<file path="config.mk">
export PLATFORM = sky130hd
export DESIGN_NAME = riscv_biu_arb_flat
export DESIGN_NICKNAME = d
export VERILOG_FILES = /design/src/rtl/riscv_biu_arb_pkg.sv /design/src/rtl/riscv_biu_arb_if.sv /design/src/rtl/riscv_biu_arb_cnt.sv /design/src/rtl/riscv_biu_arb.sv /design/src/flat_wrapper.sv
export SDC_FILE = /design/constraint.sdc
export NUM_CORES = 1
export LEC_CHECK = 0
export BUFFER_PORTS_ARGS = -buffer_cell sky130_fd_sc_hd__buf_2
export CAP_MARGIN = 20
export CORE_AREA = 2 2 178 180
export CTS_BUF_LIST = sky130_fd_sc_hd__clkbuf_8
export DETAILED_ROUTE_END_ITERATION = 8
export DIE_AREA = 0 0 180 182
export MAX_ROUTING_LAYER = met4
export PLACE_DENSITY_LB_ADDON = 0.05
export SLEW_MARGIN = 30
export SYNTH_ARGS = -nofsm -noshare
export SYNTH_HDL_FRONTEND = slang
export SYNTH_SLANG_ARGS = --single-unit
</file>
<file path="constraint.sdc">
create_clock -name clk_i -period 5.3 [get_ports clk_i]
set_input_delay 0.795 -clock clk_i [delete_from_list [all_inputs] [get_ports clk_i]]
set_output_delay 0.795 -clock clk_i [all_outputs]
set_load 0.05 [all_outputs]
</file>
<file path="src/rtl/riscv_biu_arb_pkg.sv">
// Shared BIU types and arbiter helpers for riscv_biu_arb.
// Covers transfer size/type/protection encodings, the beat-count helper and the arbiter state type.
package riscv_biu_arb_pkg;

  localparam int unsigned BEATS_W = 5;

  typedef enum logic [2:0] {
    BYTE  = 3'b000,
    HWORD = 3'b001,
    WORD  = 3'b010,
    DWORD = 3'b011,
    QWORD = 3'b100
  } biu_size_t;

  typedef enum logic [2:0] {
    SINGLE = 3'b000,
    INCR   = 3'b001,
    WRAP4  = 3'b010,
    INCR4  = 3'b011,
    WRAP8  = 3'b100,
    INCR8  = 3'b101,
    WRAP16 = 3'b110,
    INCR16 = 3'b111
  } biu_type_t;

  typedef logic [2:0] biu_prot_t;

  typedef enum logic [1:0] {
    IDLE  = 2'b00,
    GNT_I = 2'b01,
    GNT_D = 2'b10
  } arb_state_t;

  // Undefined-length INCR cannot be tracked, so it is counted as a single beat.
  function automatic logic [BEATS_W-1:0] biu_type2beats(input biu_type_t t);
    case (t)
      WRAP4, INCR4:   return 5'd4;
      WRAP8, INCR8:   return 5'd8;
      WRAP16, INCR16: return 5'd16;
      default:        return 5'd1;
    endcase
  endfunction

endpackage

</file>
<file path="src/rtl/riscv_biu_arb_if.sv">
// One BIU-style port: the master modport issues requests, the slave modport answers them.
interface riscv_biu_arb_if
  import riscv_biu_arb_pkg::*;
#(
  parameter int unsigned XLEN = 32,
  parameter int unsigned PLEN = 34,
  parameter int unsigned TAGW = 1
) ();

  logic            stb;
  logic            stb_ack;
  logic            d_ack;
  logic [PLEN-1:0] adri;
  logic [PLEN-1:0] adro;
  biu_size_t       size;
  biu_type_t       typ;
  biu_prot_t       prot;
  logic            we;
  logic            lock;
  logic [XLEN-1:0] d;
  logic [XLEN-1:0] q;
  logic            ack;
  logic            err;
  logic [TAGW-1:0] tagi;
  logic [TAGW-1:0] tago;

  modport master (
    output stb, adri, size, typ, prot, we, lock, d, tagi,
    input  stb_ack, d_ack, adro, q, ack, err, tago
  );

  modport slave (
    input  stb, adri, size, typ, prot, we, lock, d, tagi,
    output stb_ack, d_ack, adro, q, ack, err, tago
  );

endinterface

</file>
<file path="src/rtl/riscv_biu_arb_cnt.sv">
// Outstanding-beat counter for riscv_biu_arb, with the admission check for the next burst.
module riscv_biu_arb_cnt
  import riscv_biu_arb_pkg::*;
#(
  parameter int unsigned MAX_OUTSTANDING = 16,
  parameter int unsigned CNT_W           = $clog2(MAX_OUTSTANDING + 1)
) (
  input  logic               clk_i,
  input  logic               rst_i,
  input  logic               acc,
  input  logic [BEATS_W-1:0] beats,
  input  logic               done,
  output logic [CNT_W-1:0]   cnt,
  output logic               beat_vld,
  output logic               cnt_zero_nxt,
  output logic               cap_ok
);

  logic [CNT_W:0] cnt_add;
  logic [CNT_W:0] cnt_nxt;

  // A completion only counts when something is outstanding or is being accepted right now.
  assign beat_vld     = done & ((cnt != '0) | acc);
  assign cnt_add      = {1'b0, cnt} + (acc ? (CNT_W+1)'(beats) : (CNT_W+1)'(0));
  assign cnt_nxt      = cnt_add - (CNT_W+1)'(beat_vld);
  assign cnt_zero_nxt = (cnt_nxt == '0);
  assign cap_ok       = ({1'b0, cnt} + (CNT_W+1)'(beats)) <= (CNT_W+1)'(MAX_OUTSTANDING);

  always_ff @(posedge clk_i) begin
    if (rst_i) cnt <= '0;
    else       cnt <= CNT_W'(cnt_nxt);
  end

endmodule

</file>
<file path="src/rtl/riscv_biu_arb.sv">
// Shares one downstream BIU port between the instruction and data memory controllers.
// Define RV12_BIU_ARB_RR_EN for round-robin tie-break; otherwise data wins ties.
module riscv_biu_arb
  import riscv_biu_arb_pkg::*;
#(
  parameter int unsigned XLEN            = 32,
  parameter int unsigned PLEN            = (XLEN == 32) ? 34 : 56,
  parameter int unsigned BIUTAG_SIZE     = (XLEN > 32) ? $clog2(XLEN / 32) : 1,
  parameter int unsigned MAX_OUTSTANDING = 16
) (
  input  logic            clk_i,
  input  logic            rst_i,
  riscv_biu_arb_if.slave  ibiu,
  riscv_biu_arb_if.slave  dbiu,
  riscv_biu_arb_if.master biu
);

  localparam int unsigned CNT_W = $clog2(MAX_OUTSTANDING + 1);

  arb_state_t         state;
  arb_state_t         state_nxt;
  logic               own_stb;
  logic               own_lock;
  biu_type_t          own_typ;
  logic [BEATS_W-1:0] own_beats;
  logic               stb_dn;
  logic               acc;
  logic               beat_vld;
  logic               cnt_zero_nxt;
  logic               cap_ok;
  logic               pick_d;
  logic [CNT_W-1:0]   cnt;

  // Owner's request-side controls.
  always_comb begin
    own_stb  = 1'b0;
    own_lock = 1'b0;
    own_typ  = SINGLE;
    unique case (state)
      GNT_I: begin own_stb = ibiu.stb; own_lock = ibiu.lock; own_typ = ibiu.typ; end
      GNT_D: begin own_stb = dbiu.stb; own_lock = dbiu.lock; own_typ = dbiu.typ; end
      default: ;
    endcase
  end

  assign own_beats = biu_type2beats(own_typ);
  assign stb_dn    = own_stb & cap_ok;
  assign acc       = stb_dn & biu.stb_ack;

  riscv_biu_arb_cnt #(
    .MAX_OUTSTANDING (MAX_OUTSTANDING),
    .CNT_W           (CNT_W)
  ) u_cnt (
    .clk_i        (clk_i),
    .rst_i        (rst_i),
    .acc          (acc),
    .beats        (own_beats),
    .done         (biu.ack | biu.err),
    .cnt          (cnt),
    .beat_vld     (beat_vld),
    .cnt_zero_nxt (cnt_zero_nxt),
    .cap_ok       (cap_ok)
  );

  // Downstream payload from the owner; responses go back to the owner only.
  always_comb begin
    biu.stb      = stb_dn;
    biu.adri     = PLEN'(0);
    biu.size     = BYTE;
    biu.typ      = SINGLE;
    biu.prot     = '0;
    biu.we       = 1'b0;
    biu.lock     = 1'b0;
    biu.d        = XLEN'(0);
    biu.tagi     = BIUTAG_SIZE'(0);
    ibiu.stb_ack = 1'b0;
    ibiu.d_ack   = 1'b0;
    ibiu.ack     = 1'b0;
    ibiu.err     = 1'b0;
    ibiu.adro    = PLEN'(0);
    ibiu.q       = XLEN'(0);
    ibiu.tago    = BIUTAG_SIZE'(0);
    dbiu.stb_ack = 1'b0;
    dbiu.d_ack   = 1'b0;
    dbiu.ack     = 1'b0;
    dbiu.err     = 1'b0;
    dbiu.adro    = PLEN'(0);
    dbiu.q       = XLEN'(0);
    dbiu.tago    = BIUTAG_SIZE'(0);
    unique case (state)
      GNT_I: begin
        biu.adri     = ibiu.adri;
        biu.size     = ibiu.size;
        biu.typ      = ibiu.typ;
        biu.prot     = ibiu.prot;
        biu.we       = ibiu.we;
        biu.lock     = ibiu.lock;
        biu.d        = ibiu.d;
        biu.tagi     = ibiu.tagi;
        ibiu.stb_ack = acc;
        ibiu.d_ack   = biu.d_ack;
        ibiu.ack     = biu.ack & beat_vld;
        ibiu.err     = biu.err & beat_vld;
        ibiu.adro    = biu.adro;
        ibiu.q       = biu.q;
        ibiu.tago    = biu.tago;
      end
      GNT_D: begin
        biu.adri     = dbiu.adri;
        biu.size     = dbiu.size;
        biu.typ      = dbiu.typ;
        biu.prot     = dbiu.prot;
        biu.we       = dbiu.we;
        biu.lock     = dbiu.lock;
        biu.d        = dbiu.d;
        biu.tagi     = dbiu.tagi;
        dbiu.stb_ack = acc;
        dbiu.d_ack   = biu.d_ack;
        dbiu.ack     = biu.ack & beat_vld;
        dbiu.err     = biu.err & beat_vld;
        dbiu.adro    = biu.adro;
        dbiu.q       = biu.q;
        dbiu.tago    = biu.tago;
      end
      default: ;
    endcase
  end

`ifdef RV12_BIU_ARB_RR_EN
  logic last_d;

  // Remembers who was granted last; a tie goes to the other requester.
  always_ff @(posedge clk_i) begin
    if (rst_i)                                             last_d <= 1'b1;
    else if ((state_nxt != state) && (state_nxt != IDLE))  last_d <= (state_nxt == GNT_D);
  end

  assign pick_d = dbiu.stb & (~ibiu.stb | ~last_d);
`else
  assign pick_d = dbiu.stb;
`endif

  // Grant is released only when the owner is idle, unlocked and fully drained.
  always_comb begin
    state_nxt = state;
    unique case (state)
      IDLE: begin
        if (pick_d)        state_nxt = GNT_D;
        else if (ibiu.stb) state_nxt = GNT_I;
      end
      GNT_I: if (!ibiu.stb && !ibiu.lock && cnt_zero_nxt) state_nxt = dbiu.stb ? GNT_D : IDLE;
      GNT_D: if (!dbiu.stb && !dbiu.lock && cnt_zero_nxt) state_nxt = ibiu.stb ? GNT_I : IDLE;
      default: state_nxt = IDLE;
    endcase
  end

  always_ff @(posedge clk_i) begin
    if (rst_i) state <= IDLE;
    else       state <= state_nxt;
  end

endmodule

</file>
<file path="src/flat_wrapper.sv">
// flat-port wrapper written by rule: the top's interface ports become plain ports
module riscv_biu_arb_flat import riscv_biu_arb_pkg::*;
#(
  parameter int unsigned XLEN            = 32,
  parameter int unsigned PLEN            = (XLEN == 32) ? 34 : 56,
  parameter int unsigned BIUTAG_SIZE     = (XLEN > 32) ? $clog2(XLEN / 32) : 1,
  parameter int unsigned MAX_OUTSTANDING = 16
)
  (clk_i, rst_i, ibiu_stb, ibiu_adri, ibiu_size, ibiu_typ, ibiu_prot, ibiu_we, ibiu_lock, ibiu_d, ibiu_tagi, ibiu_stb_ack, ibiu_d_ack, ibiu_adro, ibiu_q, ibiu_ack, ibiu_err, ibiu_tago, dbiu_stb, dbiu_adri, dbiu_size, dbiu_typ, dbiu_prot, dbiu_we, dbiu_lock, dbiu_d, dbiu_tagi, dbiu_stb_ack, dbiu_d_ack, dbiu_adro, dbiu_q, dbiu_ack, dbiu_err, dbiu_tago, biu_stb, biu_adri, biu_size, biu_typ, biu_prot, biu_we, biu_lock, biu_d, biu_tagi, biu_stb_ack, biu_d_ack, biu_adro, biu_q, biu_ack, biu_err, biu_tago);
  riscv_biu_arb_if #(.XLEN(XLEN), .PLEN(PLEN), .TAGW((1))) ibiu_i ();
  riscv_biu_arb_if #(.XLEN(XLEN), .PLEN(PLEN), .TAGW((1))) dbiu_i ();
  riscv_biu_arb_if #(.XLEN(XLEN), .PLEN(PLEN), .TAGW((1))) biu_i ();
  input  logic clk_i;
  input  logic rst_i;
  input wire logic [$bits(ibiu_i.stb)-1:0] ibiu_stb;
  input wire logic [$bits(ibiu_i.adri)-1:0] ibiu_adri;
  input wire logic [$bits(ibiu_i.size)-1:0] ibiu_size;
  input wire logic [$bits(ibiu_i.typ)-1:0] ibiu_typ;
  input wire logic [$bits(ibiu_i.prot)-1:0] ibiu_prot;
  input wire logic [$bits(ibiu_i.we)-1:0] ibiu_we;
  input wire logic [$bits(ibiu_i.lock)-1:0] ibiu_lock;
  input wire logic [$bits(ibiu_i.d)-1:0] ibiu_d;
  input wire logic [$bits(ibiu_i.tagi)-1:0] ibiu_tagi;
  output wire logic [$bits(ibiu_i.stb_ack)-1:0] ibiu_stb_ack;
  output wire logic [$bits(ibiu_i.d_ack)-1:0] ibiu_d_ack;
  output wire logic [$bits(ibiu_i.adro)-1:0] ibiu_adro;
  output wire logic [$bits(ibiu_i.q)-1:0] ibiu_q;
  output wire logic [$bits(ibiu_i.ack)-1:0] ibiu_ack;
  output wire logic [$bits(ibiu_i.err)-1:0] ibiu_err;
  output wire logic [$bits(ibiu_i.tago)-1:0] ibiu_tago;
  input wire logic [$bits(dbiu_i.stb)-1:0] dbiu_stb;
  input wire logic [$bits(dbiu_i.adri)-1:0] dbiu_adri;
  input wire logic [$bits(dbiu_i.size)-1:0] dbiu_size;
  input wire logic [$bits(dbiu_i.typ)-1:0] dbiu_typ;
  input wire logic [$bits(dbiu_i.prot)-1:0] dbiu_prot;
  input wire logic [$bits(dbiu_i.we)-1:0] dbiu_we;
  input wire logic [$bits(dbiu_i.lock)-1:0] dbiu_lock;
  input wire logic [$bits(dbiu_i.d)-1:0] dbiu_d;
  input wire logic [$bits(dbiu_i.tagi)-1:0] dbiu_tagi;
  output wire logic [$bits(dbiu_i.stb_ack)-1:0] dbiu_stb_ack;
  output wire logic [$bits(dbiu_i.d_ack)-1:0] dbiu_d_ack;
  output wire logic [$bits(dbiu_i.adro)-1:0] dbiu_adro;
  output wire logic [$bits(dbiu_i.q)-1:0] dbiu_q;
  output wire logic [$bits(dbiu_i.ack)-1:0] dbiu_ack;
  output wire logic [$bits(dbiu_i.err)-1:0] dbiu_err;
  output wire logic [$bits(dbiu_i.tago)-1:0] dbiu_tago;
  output wire logic [$bits(biu_i.stb)-1:0] biu_stb;
  output wire logic [$bits(biu_i.adri)-1:0] biu_adri;
  output wire logic [$bits(biu_i.size)-1:0] biu_size;
  output wire logic [$bits(biu_i.typ)-1:0] biu_typ;
  output wire logic [$bits(biu_i.prot)-1:0] biu_prot;
  output wire logic [$bits(biu_i.we)-1:0] biu_we;
  output wire logic [$bits(biu_i.lock)-1:0] biu_lock;
  output wire logic [$bits(biu_i.d)-1:0] biu_d;
  output wire logic [$bits(biu_i.tagi)-1:0] biu_tagi;
  input wire logic [$bits(biu_i.stb_ack)-1:0] biu_stb_ack;
  input wire logic [$bits(biu_i.d_ack)-1:0] biu_d_ack;
  input wire logic [$bits(biu_i.adro)-1:0] biu_adro;
  input wire logic [$bits(biu_i.q)-1:0] biu_q;
  input wire logic [$bits(biu_i.ack)-1:0] biu_ack;
  input wire logic [$bits(biu_i.err)-1:0] biu_err;
  input wire logic [$bits(biu_i.tago)-1:0] biu_tago;
  assign ibiu_i.stb = ibiu_stb;
  assign ibiu_i.adri = ibiu_adri;
  assign ibiu_i.size = ibiu_size;
  assign ibiu_i.typ = ibiu_typ;
  assign ibiu_i.prot = ibiu_prot;
  assign ibiu_i.we = ibiu_we;
  assign ibiu_i.lock = ibiu_lock;
  assign ibiu_i.d = ibiu_d;
  assign ibiu_i.tagi = ibiu_tagi;
  assign ibiu_stb_ack = ibiu_i.stb_ack;
  assign ibiu_d_ack = ibiu_i.d_ack;
  assign ibiu_adro = ibiu_i.adro;
  assign ibiu_q = ibiu_i.q;
  assign ibiu_ack = ibiu_i.ack;
  assign ibiu_err = ibiu_i.err;
  assign ibiu_tago = ibiu_i.tago;
  assign dbiu_i.stb = dbiu_stb;
  assign dbiu_i.adri = dbiu_adri;
  assign dbiu_i.size = dbiu_size;
  assign dbiu_i.typ = dbiu_typ;
  assign dbiu_i.prot = dbiu_prot;
  assign dbiu_i.we = dbiu_we;
  assign dbiu_i.lock = dbiu_lock;
  assign dbiu_i.d = dbiu_d;
  assign dbiu_i.tagi = dbiu_tagi;
  assign dbiu_stb_ack = dbiu_i.stb_ack;
  assign dbiu_d_ack = dbiu_i.d_ack;
  assign dbiu_adro = dbiu_i.adro;
  assign dbiu_q = dbiu_i.q;
  assign dbiu_ack = dbiu_i.ack;
  assign dbiu_err = dbiu_i.err;
  assign dbiu_tago = dbiu_i.tago;
  assign biu_stb = biu_i.stb;
  assign biu_adri = biu_i.adri;
  assign biu_size = biu_i.size;
  assign biu_typ = biu_i.typ;
  assign biu_prot = biu_i.prot;
  assign biu_we = biu_i.we;
  assign biu_lock = biu_i.lock;
  assign biu_d = biu_i.d;
  assign biu_tagi = biu_i.tagi;
  assign biu_i.stb_ack = biu_stb_ack;
  assign biu_i.d_ack = biu_d_ack;
  assign biu_i.adro = biu_adro;
  assign biu_i.q = biu_q;
  assign biu_i.ack = biu_ack;
  assign biu_i.err = biu_err;
  assign biu_i.tago = biu_tago;
  riscv_biu_arb #(.XLEN(XLEN), .PLEN(PLEN), .BIUTAG_SIZE(BIUTAG_SIZE), .MAX_OUTSTANDING(MAX_OUTSTANDING)) u_core (.clk_i(clk_i), .rst_i(rst_i), .ibiu(ibiu_i), .dbiu(dbiu_i), .biu(biu_i));
endmodule
</file>
# == After elaboration in Yosys (flattened, before gate mapping) ==
# Cells that the tools add are included.
# word_totals
register_bits,7
out_inout_bits,221
wordCells,71
# classes
n_addsub,3
magnitude_cmp,1
eq_ne,11
mux,32
bitwise,7
reduce_logical,15
# op_table
cell,n
$mux 34,2
$pmux 34 s2,1
$mux 32,2
$pmux 32 s2,1
$pmux 3 s2,3
$pmux 5 s3,1
$add 5x5->6,2
$eq 3x3->1 const B,4
$mux 1,11
$mux 2,5
$pmux 1 s2,4
$eq 3x2->1 const B,2
$le 6x5->1 const B,1
$logic_not 6->1,1
$pmux 2 s3,1
$reduce_or 2->1,3
$sub 6x1->6,1
$and 1x1->1,5
$mux 5,1
$reduce_bool 5->1,1
$logic_and 1x1->1,4
$logic_not 1->1,4
$ne 2x1->1 const B,2
$ne 3x3->1 const B,1
other kinds (5),6

# == Longest topological paths before layout ==
# Gate-level depths: netlist (run 1).
# logic_depth
depth_word,16
mapped_depth,22
depth_no_buf,21

# == Modules after synthesis ==
# Synthesis (run 1) repeated with hierarchy kept, for this count alone.
# hier_totals
cells_unflattened,458
hier_area_um2,3126.7
# modules_own_cells
module,instances,cells_per_inst,area_per_inst_um2
riscv_biu_arb,1,373,2433.6
riscv_biu_arb_cnt,1,85,693.2

# == Worst setup path before layout (run 1) ==
# Ideal clock, no wire load.
# synth_timing
kind,input to register
start,in dbiu_typ[1]
end,reg u_core.state[1]
setup_time_ns,0.127
t_arrival_ns,5.234
required_ns,5.173
path_slack_ns,-0.061
stages,19
path_buffers,0
path_cell_list,a22oi_1 nor2b_1 nor2_1 ha_1 ha_1 or2_2 nor4_1 o21ai_1 a31o_2 a21oi_1 ha_1 inv_1 ha_1 fa_1 and3_1 or3_4 a211oi_4 a2111o_1 o211ai_2
# synth_via
elab_chain_len,15
# synth_rtl
item,line_no,text
start: declaration,flat_wrapper.sv:34,input wire logic [$bits(dbiu_i.typ)-1:0] dbiu_typ;
$pmux 3 s2 (*),--,
net biu_typ[1],flat_wrapper.sv:50,output wire logic [$bits(biu_i.typ)-1:0] biu_typ;
$eq 3x3->1 / $eq 3x2->1 (equally long branches),riscv_biu_arb_pkg.sv:36,case (t)
$reduce_or 2->1,riscv_biu_arb_pkg.sv:36,
$pmux 5 s3 (*),riscv_biu_arb_pkg.sv:36,
$add 5x5->6,riscv_biu_arb_cnt.sv:27,"assign cap_ok = ({1'b0, cnt} + (CNT_W+1)'(beats)) <= (CNT_W+1)'(MAX_OUTSTANDING);"
$le 6x5->1,riscv_biu_arb_cnt.sv:27,
$and 1x1->1,riscv_biu_arb.sv:47,assign stb_dn = own_stb & cap_ok;
$and 1x1->1,riscv_biu_arb.sv:48,assign acc = stb_dn & biu.stb_ack;
$mux 5 / $or 1x1->1 (equally long branches),"riscv_biu_arb_cnt.sv:24, riscv_biu_arb_cnt.sv:23",
$add 5x5->6 / $and 1x1->1 (equally long branches),"riscv_biu_arb_cnt.sv:24, riscv_biu_arb_cnt.sv:23",
$sub 6x1->6 (*),riscv_biu_arb_cnt.sv:25,assign cnt_nxt = cnt_add - (CNT_W+1)'(beat_vld);
$logic_not 6->1 (*),riscv_biu_arb_cnt.sv:26,assign cnt_zero_nxt = (cnt_nxt == '0);
$logic_and 1x1->1 (on tied branches),"riscv_biu_arb.sv:152, riscv_biu_arb.sv:151",
$ne 2x1->1 (no line),--,
$reduce_and 3->1 (no line) (*),--,
end signal: assignment,riscv_biu_arb.sv:159,else state <= state_nxt;
end: declaration,riscv_biu_arb.sv:20,arb_state_t state;
# Mark *: on every way through the listed nets, which the timed path passes. The rest lies on a longest branch.
# A chain may end at the register's enable or synchronous reset.

# == Worst setup path in the final report (run 1) ==
# layout_timing
start,reg u_core.state[1]
end,reg u_core.state[1]
# layout_via
elab_chain_len,16
# layout_rtl
item,line_no,text
$eq 2x2->1 / $eq 2x1->1 (equally long branches),"riscv_biu_arb.sv:39, riscv_biu_arb.sv:146",
$pmux 3 s2,riscv_biu_arb.sv:39,unique case (state)
$eq 3x3->1 / $eq 3x2->1 (equally long branches),riscv_biu_arb_pkg.sv:36,
$reduce_or 2->1,riscv_biu_arb_pkg.sv:36,
$pmux 5 s3,riscv_biu_arb_pkg.sv:36,
$add 5x5->6,riscv_biu_arb_cnt.sv:27,
$le 6x5->1,riscv_biu_arb_cnt.sv:27,
$and 1x1->1,riscv_biu_arb.sv:47,
$and 1x1->1,riscv_biu_arb.sv:48,
$mux 5 / $or 1x1->1 (equally long branches),"riscv_biu_arb_cnt.sv:24, riscv_biu_arb_cnt.sv:23",
$add 5x5->6 / $and 1x1->1 (equally long branches),"riscv_biu_arb_cnt.sv:24, riscv_biu_arb_cnt.sv:23",
$sub 6x1->6,riscv_biu_arb_cnt.sv:25,
$logic_not 6->1,riscv_biu_arb_cnt.sv:26,
$logic_and 1x1->1 (on tied branches),"riscv_biu_arb.sv:152, riscv_biu_arb.sv:151",
$ne 2x1->1 (no line),--,
$reduce_and 3->1 (no line),--,
# Several ways; a longest one is shown, not always the timed one.

==> flow_metrics.env, run 1 <==
export IMPL_crit_required_ns=5.41
export IMPL_die_w_um=180
export IMPL_finalCriticalPeriod_ns=4.97
export IMPL_critPathMaxFanout=6
export IMPL_cp_cell_sequence="inv_1 -> ha_2 -> nor2b_4 -> nor2_1 -> ha_1 -> ha_1 -> or2_2 -> nor4_1 -> o21ai_1 -> a31o_2 -> a21oi_1 -> ha_1 -> inv_1 -> ha_1 -> fa_1 -> and3_1 -> or3_4 -> a211oi_4 -> a2111o_1 -> o211ai_2"
export IMPL_p_per_area_mw_per_mm2=417
export IMPL_min_path_cells=2
export IMPL_drc_errors=0
export IMPL_max_freq_mhz=201
export IMPL_yosysMostFrequentCell="and2_1"
export IMPL_setup_violations=0
export IMPL_grt_pass1_wl_um=31400
export IMPL_pre_cts_ws_ns=0.232
export IMPL_cp_common_cell="ha_1"
export IMPL_drtIter0Drc=142
export IMPL_hold_slack_ns=0.648
export IMPL_crit_family="adder cells"
export IMPL_yosysTopAreaCell="and2_1"
export IMPL_finalCritPeriodShare_pct=93.8
export IMPL_reg2regPathDepth=20
export IMPL_dp_cells=1274
export IMPL_hold_path_class="reg2reg"
export IMPL_syn_area_mm2=0.00307
export IMPL_drtAntennaViolNets=0
export IMPL_fp_row_count=65
export IMPL_drv_cap=0
export IMPL_die_area_mm2=0.0328
export IMPL_avgSynthCellArea_um2=6.71
export IMPL_critPathBufInv=2
export IMPL_ys_types=43
export IMPL_cts_buffers=3
export IMPL_crit_start="u_core.state[1]"
export IMPL_synth_edf_count=0
export IMPL_final_cells=1279
export IMPL_crit_type="reg2reg"
export IMPL_die_h_um=182
export IMPL_vias_per_cell=3.78
export IMPL_synth_nets=708
export IMPL_dr_pass1_iters=4
export IMPL_h_tree_depth=1
export IMPL_cpMaxStageDelayCell="dfxtp_1"
export IMPL_finalPower_w=0.00242
export IMPL_arrival_ns=5.08
export IMPL_min_from="u_core.state[1]"
export IMPL_ir_drop_mv=0.269
export IMPL_startpoint_type="flop"
export IMPL_cts_tree="yes"
export IMPL_grt_total_usage_pct=12.8
export IMPL_outcome="finished clean"
export IMPL_cts_sinks=7
export IMPL_clockBufferDepth=2
export IMPL_synth_common_cells="and2_1, nor2b_1, a22oi_1"
export IMPL_worst_pin_slew_ns=0.876
export IMPL_numPortBuffers=451
export IMPL_clk_latency_ns=0.23
export IMPL_grt_setup_unrepaired="false"
export IMPL_slew_violations=0
export IMPL_antenna_found_initial=1
export IMPL_fin_setup_tns_ns=0
export IMPL_netlist_area_leader_share_pct=28.3
export IMPL_syn2layout_area_growth_pct=88.9
export IMPL_setup_ws_ns=0.327
export IMPL_ios=452
export IMPL_end_kind="flop"
export IMPL_grt_pass1_vias=4721
export IMPL_drt_wirelength_per_cell_um=17.1
export IMPL_clk_pin_slew_ns=0.04
export IMPL_overflow=0
export IMPL_cts_root_buf="clkbuf_8"
export IMPL_dp_hpwl_um=18000
export IMPL_start_util_pct=9.91
export IMPL_ys_top_cells_by_area="and2_1, a22oi_1, nor2b_1, ha_1, dfxtp_1"
export IMPL_drive_above_1_share_pct=54.2
export IMPL_layout_nets=1127
export IMPL_finalHoldViolCount=0
export IMPL_max_slew_margin_pct=41.6
export IMPL_cpPeakStageDelay_ns=0.42
export IMPL_synth_ff_type="dfxtp_1"
export IMPL_postCtsHoldBufs=0
export IMPL_synthArstFlopShare_pct=0
export IMPL_yosysSeqAreaShare_pct=4.56
export IMPL_coreArea_mm2=0.0310
export IMPL_finalWirelength_um=21900
export IMPL_p_leak_nw=3.20
export IMPL_crit_cells=20
export IMPL_synth_warnings=0
export IMPL_num_vias=4831
export IMPL_grt_max_degree=96
export IMPL_r2r_start="u_core.state[1]"
export IMPL_clock_skew_ns=0.00953
export IMPL_synthCells=458
export IMPL_synth_seq_cells=7
export IMPL_gp_congestion=0.738
worst min-delay path, cell delays in order, from the launching register on:
cell	delay (ns)
dfxtp_1	0.42
a31oi_1	0.13
o211ai_2	0.07
layout by cell type, fill, tap and decap left out, types with 2 or more instances in the layout:
| cell | count |
|---|---|
| buf_2 | 451 |
| and2_1 | 139 |
| a22oi_1 | 79 |
| nor2b_1 | 79 |
| inv_1 | 17 |
| ha_1 | 15 |
| nor2_1 | 11 |
| nand2_1 | 11 |
| a21oi_1 | 8 |
| dfxtp_1 | 7 |
| buf_4 | 5 |
| o21ai_0 | 4 |
| nand2b_1 | 3 |
| clkbuf_8 | 3 |
| nor2b_2 | 2 |
| xor2_1 | 2 |
| o21bai_1 | 2 |
| a31oi_1 | 2 |
| o21ai_1 | 2 |
| a21o_1 | 2 |
| o2111ai_1 | 2 |
| nand3_1 | 2 |
| a2111o_1 | 2 |
| ha_4 | 2 |
repair_timing:
item / CTS / global route
endpoints found under the setup margin: 0 / 2
setup buffers: 0 / 0
gates resized for setup: 0 / 2
path summary, 6_finish.rpt:
path	end	slack, ns
worst max register to register	u_core.state[1]	0.33
worst min-delay path	u_core.state[1]	0.65
worst min register to register	u_core.state[1]	0.65
worst max-delay path	u_core.state[1]	0.33
cells by family after synthesis:
family	Yosys count	share of synthesized area (%)
and+or+nand+nor	257	50.8
AOI/OAI and AO/OA	112	28.1
buffers and inverters	59	7.37
adders and majority gates	19	7.98
DFF	7	4.56
xor gates and xnor gates	3	0.856
muxes	1	0.326
layout make-up:
cell class / instances / area (um2)
fill: 3623 / 25200
clock buffer: 3 / 41.3
timing repair buffer: 457 / 2310
inverter: 16 / 60.1
tap: 402 / 503
clock inverter: 1 / 3.75
antenna: 1 / 2.50
multi-input combinational: 392 / 2750
sequential: 7 / 140
metal layers:
metal,share of wire (%),track usage [%],up-vias
li1,-,-,2400
met4,0.26,0.585,0
met2,55,24.6,221
met5,0,-,-
met3,5.8,2.23,2
met1,39,14.2,2208
through the flow:
stage / util, % / area [um2]
2_1_floorplan: - / 3080
3_3_place_gp: 18.5 / 5740
3_5_place_dp: 18.5 / 5740
4_1_cts: 18.7 / 5790
5_1_grt: 18.7 / 5800
6_report: 18.7 / 5800
report_power, final:
group | switching, W | internal (W)
clock | 0.0000280 | 0.0000506
combinational | 0.00159 | 0.000648
sequential | 0.0000253 | 0.0000745
sequential cells by signal, summed over array words and instances, names as in the netlist:
| name | flops |
|---|---|
| u_core.u_cnt.cnt | 5 |
| u_core.state | 2 |
Power figures use the tool's default switching activity.
==> inputs of run 2 (changes only) <==
Settings changed: CTS_BUF_LIST sky130_fd_sc_hd__clkbuf_8 to sky130_fd_sc_hd__clkbuf_2 sky130_fd_sc_hd__clkbuf_4 sky130_fd_sc_hd__clkbuf_8.
==> flow_metrics.env, run 2 (synthesis results as in run 1) <==
export IMPL_outcome="finished clean"
export IMPL_largest_reg_flops=5
export IMPL_crit_family="adder cells"
export IMPL_grt_setup_unrepaired="false"
export IMPL_start_util_pct=9.91
export IMPL_cp_common_cell="ha_1"
export IMPL_p_sw_w=0.00164
export IMPL_die_h_um=182
export IMPL_h_tree_depth=1
export IMPL_slew_violations=0
export IMPL_min_from="u_core.state[1]"
export IMPL_hold_slack_ns=0.648
export IMPL_postCtsHoldBufs=0
export IMPL_cp_cell_sequence="inv_1 -> ha_2 -> nor2b_4 -> nor2_1 -> ha_1 -> ha_1 -> or2_2 -> nor4_1 -> o21ai_1 -> a31o_2 -> a21oi_1 -> ha_1 -> inv_1 -> ha_1 -> fa_1 -> and3_1 -> or3_4 -> a211oi_4 -> a2111o_1 -> o211ai_2"
export IMPL_grtUsageMet3_pct=2.23
export IMPL_dp_hpwl_um=18000
export IMPL_p_leak_nw=3.20
export IMPL_drc_errors=0
export IMPL_startpoint_type="flop"
export IMPL_cts_root_buf="clkbuf_8"
export IMPL_finalCritPeriodShare_pct=93.8
export IMPL_pre_cts_ws_ns=0.232
export IMPL_cts_buffers=3
export IMPL_clockBufferDepth=2
export IMPL_cts_repair_resized=0
export IMPL_largestRegisters="u_core.u_cnt.cnt x5, u_core.state x2"
export IMPL_cpMaxStageDelayCell="dfxtp_1"
export IMPL_worst_pin_slew_ns=0.876
export IMPL_grt_total_usage_pct=12.8
export IMPL_end_kind="flop"
export IMPL_top_register="u_core.u_cnt.cnt"
export IMPL_ir_drop_mv=0.269
export IMPL_cpPeakStageDelay_ns=0.42
export IMPL_r2r_start="u_core.state[1]"
export IMPL_p_per_area_mw_per_mm2=418
export IMPL_die_area_mm2=0.0328
export IMPL_syn2layout_area_growth_pct=89.0
export IMPL_overflow=0
export IMPL_ios=452
export IMPL_cts_sinks=7
export IMPL_finalHoldViolCount=0
export IMPL_gp_congestion=0.738
export IMPL_crit_required_ns=5.41
export IMPL_pwr_share_seq_pct=4.1
export IMPL_clk_pin_slew_ns=0.04
export IMPL_drtIter0Drc=142
export IMPL_numPortBuffers=451
export IMPL_num_vias=4831
export IMPL_grt_pass1_wl_um=31400
export IMPL_arrival_ns=5.08
export IMPL_met1_usage_pct=14.2
export IMPL_grt_pass1_vias=4721
export IMPL_critPathBufInv=2
export IMPL_layout_commonest_cell="buf_2"
export IMPL_power_share_combinational_pct=92.3
export IMPL_grt_use_met2_pct=24.6
export IMPL_coreArea_mm2=0.0310
export IMPL_crit_type="reg2reg"
export IMPL_grt_max_degree=96
export IMPL_vias_per_cell=3.78
export IMPL_clk_latency_ns=0.23
export IMPL_fin_setup_tns_ns=0
export IMPL_finalWirelength_um=21900
export IMPL_antenna_found_initial=1
export IMPL_clock_skew_ns=0.00961
export IMPL_drtAntennaViolNets=0
export IMPL_max_slew_margin_pct=41.6
export IMPL_cts_setup_buffers=0
export IMPL_dr_pass1_iters=4
export IMPL_p_int_w=0.000780
export IMPL_drive_above_1_share_pct=54.3
export IMPL_die_w_um=180
export IMPL_top_usage_layer="met2"
export IMPL_setup_violations=0
export IMPL_hold_path_class="reg2reg"
export IMPL_cts_tree="yes"
export IMPL_layout_nets=1127
export IMPL_setup_ws_ns=0.327
export IMPL_sw_frac_of_total_pct=67.8
export IMPL_drt_wirelength_per_cell_um=17.1
export IMPL_layout_common_cells="buf_2, and2_1, a22oi_1, nor2b_1, inv_1"
export IMPL_pwr_share_clk_pct=3.5
export IMPL_crit_start="u_core.state[1]"
export IMPL_finalCriticalPeriod_ns=4.97
export IMPL_drv_cap=0
export IMPL_critPathMaxFanout=6
export IMPL_fp_row_count=65
export IMPL_max_freq_mhz=201
## run 2: cell count changes in the layout (fill, tap and decap cells not counted)
cell and delta:
clkbuf_4 +1, inv_1 -1
## run 2: metrics by stage
stage / util [%] / power (W) / instances / area, um2
floorplan: - / 0.00178 / 458 / 3080
global placement: 18.5 / 0.00240 / 1274 / 5740
detailed placement: 18.5 / 0.00238 / 1274 / 5740
CTS: 18.7 / 0.00247 / 1278 / 5790
global route: 18.7 / 0.00262 / 1279 / 5810
finish: 18.7 / 0.00242 / 1279 / 5810
## run 2: metal layers
layer | wire length, um | share of wire, %
met5 | 0 | 0
met4 | 57 | 0.26
met3 | 1270 | 5.8
met2 | 12000 | 55
met1 | 8570 | 39
## run 2: area by class of cell
class	count	area, um2
fillers	3621	25200
multi-input cells	392	2750
repair buffers	457	2310
well taps	402	503
flip-flops and latches	7	140
inverters	16	60.1
clock buffers	4	48.8
diodes	1	2.50
## run 2: power groups by stage
stage | combinational [W] | sequential (W) | clock [W]
global placement | 0.00230 | 0.000104 | 0
detailed placement | 0.00228 | 0.000102 | 0
global route | 0.00242 | 0.000104 | 0.0000914
CTS | 0.00228 | 0.000101 | 0.0000886
finish | 0.00224 | 0.0000998 | 0.0000856
floorplan | 0.00169 | 0.0000876 | 0
## run 2: worst reg2reg max path, cell delays in order, from the launching register on
cell and delay (ns):
dfxtp_1 0.42, inv_1 0.15, ha_2 0.39, nor2b_4 0.23
nor2_1 0.06, ha_1 0.21, ha_1 0.26, or2_2 0.33
nor4_1 0.19, o21ai_1 0.17, a31o_2 0.33, a21oi_1 0.15
ha_1 0.14, inv_1 0.04, ha_1 0.21, fa_1 0.41
and3_1 0.21, or3_4 0.38, a211oi_4 0.30, a2111o_1 0.19
o211ai_2 0.06
## run 2: final timing paths
path                          end  slack [ns]  cells past startpoint
hold / removal    u_core.state[1]        0.65                      2
setup reg to reg  u_core.state[1]        0.33                     20
hold reg to reg   u_core.state[1]        0.65                      2
setup / recovery  u_core.state[1]        0.33                     20
==> inputs of run 3 (changes only) <==
Settings changed: CTS_BUF_LIST sky130_fd_sc_hd__clkbuf_2 sky130_fd_sc_hd__clkbuf_4 sky130_fd_sc_hd__clkbuf_8 to sky130_fd_sc_hd__clkbuf_8 sky130_fd_sc_hd__clkbuf_16, PLACE_DENSITY_LB_ADDON 0.05 to 0.1.
==> flow_metrics.env, run 3 (synthesis results as in run 1) <==
export IMPL_hold_path_class="reg2reg"
export IMPL_largest_reg_flops=5
export IMPL_cts_sinks=7
export IMPL_finalWirelength_um=21300
export IMPL_coreArea_mm2=0.0310
export IMPL_die_w_um=180
export IMPL_drv_cap=0
export IMPL_arrival_ns=5.01
export IMPL_p_leak_nw=3.22
export IMPL_fin_setup_tns_ns=0
export IMPL_critPathMaxFanout=6
export IMPL_grt_pass1_vias=4764
export IMPL_cts_root_buf="clkbuf_16"
export IMPL_ios=452
export IMPL_die_h_um=182
export IMPL_die_area_mm2=0.0328
export IMPL_crit_required_ns=5.41
export IMPL_startpoint_type="flop"
export IMPL_reg2reg_to="u_core.state[1]"
export IMPL_start_util_pct=9.91
export IMPL_p_per_area_mw_per_mm2=422
export IMPL_finalCriticalPeriod_ns=4.90
export IMPL_crit_type="reg2reg"
export IMPL_drtAntennaViolNets=0
export IMPL_finalPower_w=0.00247
export IMPL_clk_latency_ns=0.23
export IMPL_ff2ff_setup_slack_ns=0.40
export IMPL_dp_hpwl_um=17900
export IMPL_dr_pass1_iters=4
export IMPL_finalCritPeriodShare_pct=92.5
export IMPL_drc_errors=0
export IMPL_cts_buffers=3
export IMPL_overflow=0
export IMPL_slew_violations=0
export IMPL_top_register="u_core.u_cnt.cnt"
export IMPL_clockBufferDepth=2
export IMPL_cp_endpoint="u_core.state[1]"
export IMPL_vias_per_cell=3.79
export IMPL_end_kind="flop"
export IMPL_setup_violations=0
export IMPL_fp_row_count=65
export IMPL_outcome="finished clean"
export IMPL_gp_congestion=0.780
export IMPL_finalHoldViolCount=0
export IMPL_cts_tree="yes"
export IMPL_grt_pass1_wl_um=30300
export IMPL_grt_max_degree=81
export IMPL_drt_wirelength_per_cell_um=16.7
export IMPL_reg2regPathDepth=20
export IMPL_layout_common_cells="buf_2, and2_1, nor2b_1"
export IMPL_dr_wl_met3_um=1350
export IMPL_max_slew_margin_pct=45.8
export IMPL_r2r_start="u_core.state[0]"
export IMPL_layout_nets=1127
export IMPL_max_freq_mhz=204
export IMPL_num_vias=4845
export IMPL_numPortBuffers=451
export IMPL_layout_commonest_cell="buf_2"
export IMPL_hold_slack_ns=0.579
export IMPL_clk_pin_slew_ns=0.04
export IMPL_grt_setup_unrepaired="false"
export IMPL_grt_total_usage_pct=12.3
export IMPL_clock_skew_ns=0.000672
export IMPL_drtIter0Drc=155
export IMPL_h_tree_depth=1
export IMPL_wl_met2_um=11200
export IMPL_drive_above_1_share_pct=54.7
export IMPL_largestRegisters="u_core.u_cnt.cnt x5, u_core.state x2"
export IMPL_fin_util_pct=18.9
export IMPL_highest_layer="met4"
export IMPL_worst_pin_slew_ns=0.814
export IMPL_antenna_found_initial=3
export IMPL_m1WireLength_um=8660
export IMPL_syn2layout_area_growth_pct=90.7
export IMPL_crit_start="u_core.state[0]"
export IMPL_ir_drop_mv=0.147
run 3: changes by cell type in the layout (fill, tap and decap cells not counted), moves of 2 or more:
cell / before / now
clkbuf_16: 0 / 3
a22oi_1: 79 / 77
a22oi_2: 0 / 2
clkbuf_8: 3 / 0
run 3: what timing repair did:
item                                    CTS  global route
endpoints found under the setup margin    0             2
gates resized for setup                   0             7
setup buffers                             0             1
hold buffers                              0             0
run 3: worst min path at each step:
| stage | depth (start not counted) | end | startpoint | slack [ns] |
|---|---|---|---|---|
| 6_report | 2 | u_core.state[1] | u_core.state[1] | 0.58 |
| 5_1_grt | 2 | u_core.state[1] | u_core.state[1] | 0.61 |
| 4_1_cts | 2 | u_core.state[1] | u_core.state[1] | 0.67 |
| 3_5_place_dp | 2 | u_core.state[1] | u_core.state[1] | 0.65 |
| 3_3_place_gp | 2 | u_core.state[1] | u_core.state[1] | 0.66 |
| 2_1_floorplan | 2 | u_core.state[1] | u_core.state[1] | 0.53 |
run 3: metrics by stage:
| stage | instances | worst slack (ns) | area, um2 |
|---|---|---|---|
| after floorplan | 458 | 0.279 | 3080 |
| after CTS | 1277 | 0.256 | 5810 |
| after global routing | 1280 | 0.0515 | 5860 |
| after detailed placement | 1273 | 0.274 | 5740 |
| final | 1280 | 0.396 | 5860 |
| after global placement | 1273 | 0.301 | 5740 |
run 3: worst max-delay path, cell delays in order (launching register included):
cell and delay [ns]:
dfxtp_1 0.42, inv_1 0.14, ha_2 0.36, nor2b_4 0.21, nor2_1 0.07, ha_1 0.21
ha_1 0.26, or2_2 0.33, nor4_1 0.19, o21ai_1 0.14, a31o_2 0.32, a21oi_1 0.15
ha_1 0.13, inv_1 0.04, ha_1 0.22, fa_1 0.41, and3_1 0.21, or3_4 0.38
a211oi_4 0.30, a2111o_1 0.19, o211ai_2 0.07
run 3: power by group:
part	leakage, nW	switching [W]	total, W	internal (W)
Sequential	0.0586	0.0000247	0.0000999	0.0000752
Clock	0.0423	0.0000319	0.000130	0.0000985
Combinational	3.12	0.00159	0.00224	0.000653
run 3: per-layer routing:
metal  track usage, %  up-vias
met5                -        -
met4             1.24        0
met3             2.17        6
met2             22.7      236
met1             14.2     2200
li1                 -     2403
run 3: cell type report:
cell class | count | area, um2
sequential | 7 | 141
clock inverter | 1 | 3.75
tap | 402 | 503
clock buffer | 3 | 75.1
fill | 3651 | 25100
timing repair buffer | 457 | 2300
multi-input combinational | 392 | 2770
antenna | 2 | 5.00
inverter | 16 | 60.1
